`src/rtl/mem_port_arb_if.sv`:
```
// rtl/mem_port_arb_if.sv - requester and memory bus bundle for mem_port_arb
//
// Purpose: groups the requester-side and memory-side signals of the port
// arbiter into one bundle.
// Modports:
//   slave  - arbiter view: requests and memory read returns in; grants,
//            read routing, memory access and error flag out.
//   master - environment view (engines plus memory model), the mirror image.
interface mem_port_arb_if #(
  parameter int N_REQ  = 4,
  parameter int MEM_AW = 16,
  parameter int MEM_DW = 32
);
  logic [N_REQ-1:0]        req;
  logic [N_REQ-1:0]        req_write;
  logic [N_REQ*MEM_AW-1:0] req_addr;
  logic [N_REQ*MEM_DW-1:0] req_wdata;
  logic [N_REQ-1:0]        gnt;
  logic [N_REQ-1:0]        rd_vld;
  logic [MEM_DW-1:0]       rd_data;
  logic                    mem_req;
  logic                    mem_write;
  logic [MEM_AW-1:0]       mem_addr;
  logic [MEM_DW-1:0]       mem_wdata;
  logic                    mem_rdata_vld;
  logic [MEM_DW-1:0]       mem_rdata;
  logic                    err;

  modport slave (
    input  req, req_write, req_addr, req_wdata, mem_rdata_vld, mem_rdata,
    output gnt, rd_vld, rd_data, mem_req, mem_write, mem_addr, mem_wdata, err
  );

  modport master (
    output req, req_write, req_addr, req_wdata, mem_rdata_vld, mem_rdata,
    input  gnt, rd_vld, rd_data, mem_req, mem_write, mem_addr, mem_wdata, err
  );
endinterface

```
`src/rtl/mem_port_arb.sv`:
```
// rtl/mem_port_arb.sv - round-robin arbiter for one shared memory port
//
// Purpose: grants the memory port to one requester per burst (round robin),
// registers the owner's access onto the memory side, tags issued reads in an
// in-order FIFO and routes returning read data back to the issuer.
// Ports:
//   clk - clock
//   rst - synchronous active-high reset
//   bus - mem_port_arb_if.slave: req/req_write/req_addr/req_wdata in,
//         gnt/rd_vld/rd_data out, mem_req/mem_write/mem_addr/mem_wdata out,
//         mem_rdata_vld/mem_rdata in, err out (sticky stray-return flag)
module mem_port_arb #(
  parameter int N_REQ     = 4,
  parameter int MEM_AW    = 16,
  parameter int MEM_DW    = 32,
  parameter int TAG_DEPTH = 8
) (
  input logic           clk,
  input logic           rst,
  mem_port_arb_if.slave bus
);
  localparam int IW = $clog2(N_REQ);
  localparam int PW = $clog2(TAG_DEPTH);
  localparam int OW = PW + 1;

  typedef enum logic {IDLE, OWN} state_t;

  state_t            state;
  logic [IW-1:0]     own;
  logic [IW-1:0]     last;
  logic [N_REQ-1:0]  gnt_q;

  logic              mem_req_q;
  logic              mem_write_q;
  logic [MEM_AW-1:0] mem_addr_q;
  logic [MEM_DW-1:0] mem_wdata_q;
  logic              err_q;

  logic [IW-1:0]     tag_mem [TAG_DEPTH];
  logic [PW-1:0]     wr_ptr;
  logic [PW-1:0]     rd_ptr;
  logic [OW-1:0]     occ;

  // Returns {found, index}: first set bit of r among the span entries
  // starting at from (modulo N_REQ). Iterating downward lets the lowest
  // offset overwrite the others.
  function automatic logic [IW:0] rr_pick(input logic [N_REQ-1:0] r,
                                          input int from, input int span);
    logic [IW:0] res;
    res = '0;
    for (int i = N_REQ - 1; i >= 0; i--) begin
      if (i < span && r[(from + i) % N_REQ]) begin
        res = {1'b1, IW'((from + i) % N_REQ)};
      end
    end
    return res;
  endfunction

  logic [IW:0] pick_idle;
  logic [IW:0] pick_hand;
  assign pick_idle = rr_pick(bus.req, int'(last) + 1, N_REQ);
  // Handover search skips the releasing owner by covering only N_REQ-1 slots.
  assign pick_hand = rr_pick(bus.req, int'(own) + 1, N_REQ - 1);

  logic issue;
  logic issue_rd;
  logic push;
  logic pop;
  assign issue    = bus.req[own] & gnt_q[own];
  assign issue_rd = issue & ~bus.req_write[own];
  assign push     = mem_req_q & ~mem_write_q;
  assign pop      = bus.mem_rdata_vld & (occ != '0);

  // Stall looks one cycle ahead: next occupancy plus a read issued now, which
  // will sit in the output register next cycle and is pushed a cycle later.
  logic [OW-1:0] occ_nx;
  logic [OW:0]   inflight;
  logic          stall_nx;
  assign occ_nx   = occ + OW'(push) - OW'(pop);
  assign inflight = {1'b0, occ_nx} + (OW+1)'(issue_rd);
  assign stall_nx = inflight >= (OW+1)'(TAG_DEPTH - 1);

  always_ff @(posedge clk) begin
    if (rst) begin
      state <= IDLE;
      own   <= '0;
      last  <= IW'(N_REQ - 1);
      gnt_q <= '0;
    end else begin
      case (state)
        IDLE: begin
          if (pick_idle[IW]) begin
            state <= OWN;
            own   <= pick_idle[IW-1:0];
            gnt_q <= stall_nx ? '0 : (N_REQ'(1) << pick_idle[IW-1:0]);
          end else begin
            gnt_q <= '0;
          end
        end
        OWN: begin
          if (bus.req[own]) begin
            gnt_q <= stall_nx ? '0 : (N_REQ'(1) << own);
          end else begin
            last <= own;
            if (pick_hand[IW]) begin
              own   <= pick_hand[IW-1:0];
              gnt_q <= stall_nx ? '0 : (N_REQ'(1) << pick_hand[IW-1:0]);
            end else begin
              state <= IDLE;
              gnt_q <= '0;
            end
          end
        end
        default: begin
          state <= IDLE;
          gnt_q <= '0;
        end
      endcase
    end
  end

  // Issue register: memory side holds its last access when nothing issues.
  always_ff @(posedge clk) begin
    if (rst) begin
      mem_req_q   <= 1'b0;
      mem_write_q <= 1'b0;
      mem_addr_q  <= '0;
      mem_wdata_q <= '0;
    end else begin
      mem_req_q <= issue;
      if (issue) begin
        mem_write_q <= bus.req_write[own];
        mem_addr_q  <= bus.req_addr[own*MEM_AW +: MEM_AW];
        mem_wdata_q <= bus.req_wdata[own*MEM_DW +: MEM_DW];
      end
    end
  end

  // Read-tag FIFO; the push tag is the current owner, which cannot have
  // changed since the issuing cycle because handover needs an idle cycle.
  always_ff @(posedge clk) begin
    if (push) begin
      tag_mem[wr_ptr] <= own;
    end
  end

  always_ff @(posedge clk) begin
    if (rst) begin
      wr_ptr <= '0;
      rd_ptr <= '0;
      occ    <= '0;
      err_q  <= 1'b0;
    end else begin
      if (push) wr_ptr <= wr_ptr + 1'b1;
      if (pop)  rd_ptr <= rd_ptr + 1'b1;
      occ <= occ_nx;
      if (bus.mem_rdata_vld && occ == '0) err_q <= 1'b1;
    end
  end

  assign bus.gnt       = gnt_q;
  assign bus.rd_vld    = pop ? (N_REQ'(1) << tag_mem[rd_ptr]) : '0;
  assign bus.rd_data   = bus.mem_rdata;
  assign bus.mem_req   = mem_req_q;
  assign bus.mem_write = mem_write_q;
  assign bus.mem_addr  = mem_addr_q;
  assign bus.mem_wdata = mem_wdata_q;
  assign bus.err       = err_q;
endmodule
```
`src/flat_wrapper.sv`:
```
// flat-port wrapper written by rule: the top's interface ports become plain ports
module mem_port_arb_flat 
#(
  parameter int N_REQ     = 4,
  parameter int MEM_AW    = 16,
  parameter int MEM_DW    = 32,
  parameter int TAG_DEPTH = 8
)
  (clk, rst, bus_req, bus_req_write, bus_req_addr, bus_req_wdata, bus_mem_rdata_vld, bus_mem_rdata, bus_gnt, bus_rd_vld, bus_rd_data, bus_mem_req, bus_mem_write, bus_mem_addr, bus_mem_wdata, bus_err);
  mem_port_arb_if #(.N_REQ(N_REQ), .MEM_AW(MEM_AW), .MEM_DW(MEM_DW)) bus_i ();
  input logic clk;
  input logic rst;
  input wire logic [$bits(bus_i.req)-1:0] bus_req;
  input wire logic [$bits(bus_i.req_write)-1:0] bus_req_write;
  input wire logic [$bits(bus_i.req_addr)-1:0] bus_req_addr;
  input wire logic [$bits(bus_i.req_wdata)-1:0] bus_req_wdata;
  input wire logic [$bits(bus_i.mem_rdata_vld)-1:0] bus_mem_rdata_vld;
  input wire logic [$bits(bus_i.mem_rdata)-1:0] bus_mem_rdata;
  output wire logic [$bits(bus_i.gnt)-1:0] bus_gnt;
  output wire logic [$bits(bus_i.rd_vld)-1:0] bus_rd_vld;
  output wire logic [$bits(bus_i.rd_data)-1:0] bus_rd_data;
  output wire logic [$bits(bus_i.mem_req)-1:0] bus_mem_req;
  output wire logic [$bits(bus_i.mem_write)-1:0] bus_mem_write;
  output wire logic [$bits(bus_i.mem_addr)-1:0] bus_mem_addr;
  output wire logic [$bits(bus_i.mem_wdata)-1:0] bus_mem_wdata;
  output wire logic [$bits(bus_i.err)-1:0] bus_err;
  assign bus_i.req = bus_req;
  assign bus_i.req_write = bus_req_write;
  assign bus_i.req_addr = bus_req_addr;
  assign bus_i.req_wdata = bus_req_wdata;
  assign bus_i.mem_rdata_vld = bus_mem_rdata_vld;
  assign bus_i.mem_rdata = bus_mem_rdata;
  assign bus_gnt = bus_i.gnt;
  assign bus_rd_vld = bus_i.rd_vld;
  assign bus_rd_data = bus_i.rd_data;
  assign bus_mem_req = bus_i.mem_req;
  assign bus_mem_write = bus_i.mem_write;
  assign bus_mem_addr = bus_i.mem_addr;
  assign bus_mem_wdata = bus_i.mem_wdata;
  assign bus_err = bus_i.err;
  mem_port_arb #(.N_REQ(N_REQ), .MEM_AW(MEM_AW), .MEM_DW(MEM_DW), .TAG_DEPTH(TAG_DEPTH)) u_core (.clk(clk), .rst(rst), .bus(bus_i));
endmodule
```
`config.mk`:
```
export PLATFORM = sky130hd
export DESIGN_NAME = mem_port_arb_flat
export DESIGN_NICKNAME = d
export VERILOG_FILES = /design/src/rtl/mem_port_arb_if.sv /design/src/rtl/mem_port_arb.sv /design/src/flat_wrapper.sv
export SDC_FILE = /design/constraint.sdc
export NUM_CORES = 1
export LEC_CHECK = 0
export CAP_MARGIN = 20
export CORE_AREA = 2 2 125 127
export CTS_CLUSTER_SIZE = 14
export DETAILED_ROUTE_END_ITERATION = 8
export DIE_AREA = 0 0 127 129
export MAX_ROUTING_LAYER = met4
export PLACE_DENSITY = 0.77
export SYNTH_ARGS = -nofsm -noshare
export SYNTH_HDL_FRONTEND = slang
export SYNTH_SLANG_ARGS = --single-unit
export TNS_END_PERCENT = 20
```
`constraint.sdc`:
```
create_clock -name clk -period 4.4 [get_ports clk]
set_clock_uncertainty 0.15 [all_clocks]
set_input_delay 0.88 -clock clk [delete_from_list [all_inputs] [get_ports clk]]
set_output_delay 0.88 -clock clk [all_outputs]
set_load 0.05 [all_outputs]
```
==> impl_results.md <==
* P_leak at 2.77 nW
* Num ports at 326
* Worst slew pin tran at 0.755 ns
* Worst-skew pair later-pin latency at 0.34 ns
* Status: finished, violations left
* Final setup vio count at 0
* Die width at 127 µm
* HPWL after DPL at 13000 µm
* Post-placement cell count at 906
* Hold_buf cts at 0
* Unrepaired setup endpoints after global routing: no
* Final cell count without fillers at 923
* Placer Congestion at 0.840
* CP endpoint kind: flip-flop
* Crit Reg-Reg Startpoint: u_core.occ[2]$_SDFF_PP0_
* Type of the worst setup path: in2reg
* Area of the multi-input gates at 2850 µm²
* Syn Area/Cell at 10.1 µm²
* CTS tree: yes
* Main flop type after synthesis: dfxtp_1
* Cells after Synth at 521
* Initial core utilization at 0.352
* Register Area at 1950 µm²
* Endpoints failing hold at 0
* Worst R2R End: u_core.bus.gnt[0]$_SDFF_PP0_
* Port Buffer Count at 261
* DRT antenna net count at 0
* Die Ht at 129 µm
* Area contributors post-synth: dfxtp_1 (28%), mux4_2 (23%), edfxtp_1 (9.1%), nand2_1 (8.1%), a21oi_1 (5.6%)
* Ratio of total power to cell area at 411 nW/µm²
* CORE AREA at 15000 µm²
* Detailed Routing Iterations Pass 1 at 6
* Worst R2R Path Depth at 16
* Layout Nets at 978
* Achievable clock frequency at 257 MHz
* Global Route Usage Sum at 0.208
* Post-CTS Setup Bufs at 0
* Number of H-tree levels at 3
* Via count at 4701
* Fill count at 1343
* Max cap viols at 0
* DRC at 1
* Post-route cell area at 8050 µm²
* Max VDD drop at 0.000198 V
* Hold Path End: u_core.bus.mem_wdata[4]$_SDFFE_PP0P_
* Reg clk slew, reported paths at 0.06 ns
* Async set-reset flop share out of synthesis at 0
* Gr ovfl total at 0
* Failing checks: design-rule violations
* Slew HR at 0.497
* Tcrit/Tclk final at 0.883
* Initial DRC count at 197
* Critical path required time at 4.52 ns
* Pin count of the biggest net entering global routing at 51
* Antenna violations before repair at 1
* Synthesized Nets at 770
* Worst hold path type: reg2reg
* DRT Wirelength at 16700 µm
* CP arrival at 4.00 ns
* Gates resized, CTS repair at 0
* CTS Sinks at 89
* Hold Startpoint: u_core.bus.mem_wdata[4]$_SDFFE_PP0P_
* Setup TNS at 0 ns
* Hold Path Depth at 2
* Most frequent cells in the layout: clkdlybuf4s50_1 (260), nand2_1 (114), dfxtp_1 (71), a21oi_1 (59), mux4_2 (53)
* Via density at 5.09
* Post-synthesis sequential area ratio at 0.368
* Row Count at 45
* DP Area at 7750 µm²
* R2r setup slk at 0.74 ns
* Clock root buffer: clkbuf_16
* CTS buffer count at 9
* Top cell type's share of synthesized area at 0.277
* Register bit total from synthesis at 89
* Max FO, Critical Path at 4
* CTS max path bufs at 2
* Final Max Tran Viols at 0
* Min Tclk post-route at 3.89 ns
* Yosys cell types at 53
* Area leader, netlist: dfxtp_1
* Area grow syn2layout at 52.5%
* Commonest non-fill, non-tap cell in the layout: clkdlybuf4s50_1
* Worst setup SP type: input port
* DR WL/cell at 18.1 µm
* Worst slack, placed at 0.183 ns
* Share of cells above drive strength 1 at 0.123
* Number of global-route vias before repair at 4595
* Ys Warns at 0
* Cell Area, Synth at 5280 µm²
* First-pass GRT wire length at 25200 µm
* Post-route setup slack at 0.514 ns
* Total Power at 3.31 mW
* Die area at 16400 µm²
* Post-synth EDFFs at 16
## registers in the layout (all words and copies together) (netlist names), 2 cells and up, named ones only
| signal | flops |
|---|---|
| u_core.occ | 4 |
| u_core.last | 2 |
| u_core.bus.mem_wdata | 32 |
| u_core.bus.mem_addr | 16 |
| u_core.bus.gnt | 4 |
| u_core.own | 2 |
| u_core.wr_ptr | 3 |
| u_core.tag_mem | 16 |
| u_core.rd_ptr | 3 |
## kinds of logic (layout without fill, tap and decap cells)
kind of cell / count (synthesis) / after routing / synth area share
and+or+nand+nor: 175 / 175 / 0.143
DFF: 89 / 89 / 0.368
AOI/OAI and AO/OA: 86 / 86 / 0.0977
buffers and inverters: 86 / 299 / 0.0946
muxes: 64 / 64 / 0.250
adders and majority gates: 16 / 16 / 0.0384
xor gates and xnor gates: 5 / 5 / 0.00830
other: 0 / 1 / 0
## Yosys cell counts, types with 2 or more instances
library cell  count
nand2_1         114
dfxtp_1          73
a21oi_1          59
mux4_2           53
buf_4            35
nor2_1           29
buf_2            17
edfxtp_1         16
inv_1            15
ha_1             13
clkbuf_1         11
mux2i_1           8
nand2b_1          6
nor2b_1           4
a211oi_1          3
a31oi_1           3
buf_1             3
buf_6             3
nand3_1           3
nand3b_1          3
nor3_1            3
nor3b_1           3
o22ai_1           3
xor2_1            3
a32oi_1           2
and3_1            2
maj3_1            2
mux2_2            2
o21ai_0           2
o2bb2ai_1         2
or3_1             2
or3_4             2
xnor2_1           2
## layer usage
metal	wire length, µm	vias to the layer above	global-route usage
met5	0	-	-
met4	226	0	0.0491
met3	1300	17	0.0661
met2	8400	205	0.342
met1	6770	2237	0.252
li1	-	2242	-
## cell type report
class / instances / area share
sequential: 89 / 0.242
multi-input combinational: 346 / 0.354
antenna: 1 / 0.000311
timing repair buffer: 267 / 0.331
inverter: 16 / 0.00746
clock buffer: 10 / 0.0284
clock inverter: 6 / 0.00824
tap: 188 / 0.0292
## critical path: stages
cell and delay [ns]:
clkdlybuf4s50_1 0.47, nor2b_1 0.27, ha_1 0.28, inv_1 0.06
ha_1 0.15, inv_1 0.06, fa_1 0.50, inv_1 0.09
ha_1 0.17, inv_1 0.06, o211a_2 0.26, o2111a_1 0.23
or3_4 0.38, a31oi_1 0.15
## how the worst max path moves through the flow
stage | slack, ns | endpoint | from
floorplan | 0.76 | u_core.bus.gnt[0]$_SDFF_PP0_ | bus_mem_rdata_vld
global placement | 0.28 | u_core.bus.gnt[3]$_SDFF_PP0_ | bus_mem_rdata_vld
detailed placement | 0.18 | u_core.bus.gnt[1]$_SDFF_PP0_ | bus_mem_rdata_vld
CTS | 0.52 | bus_rd_vld[3] | bus_mem_rdata_vld
global route | 0.36 | u_core.bus.gnt[1]$_SDFF_PP0_ | bus_mem_rdata_vld
finish | 0.51 | u_core.bus.gnt[0]$_SDFF_PP0_ | bus_mem_rdata_vld
## report_power, final
group | switching, mW | internal, mW
registers | 0.112 | 0.948
logic | 0.789 | 0.687
clock network | 0.331 | 0.443
total | 1.23 | 2.08
## stage by stage
step	hold WS [ns]	utilization
after floorplan	0.335	-
after detailed placement	0.296	0.518
final	0.304	0.538
after global placement	0.291	0.518
after CTS	0.304	0.537
after global routing	0.314	0.538
(Power assumes the default switching activity.)
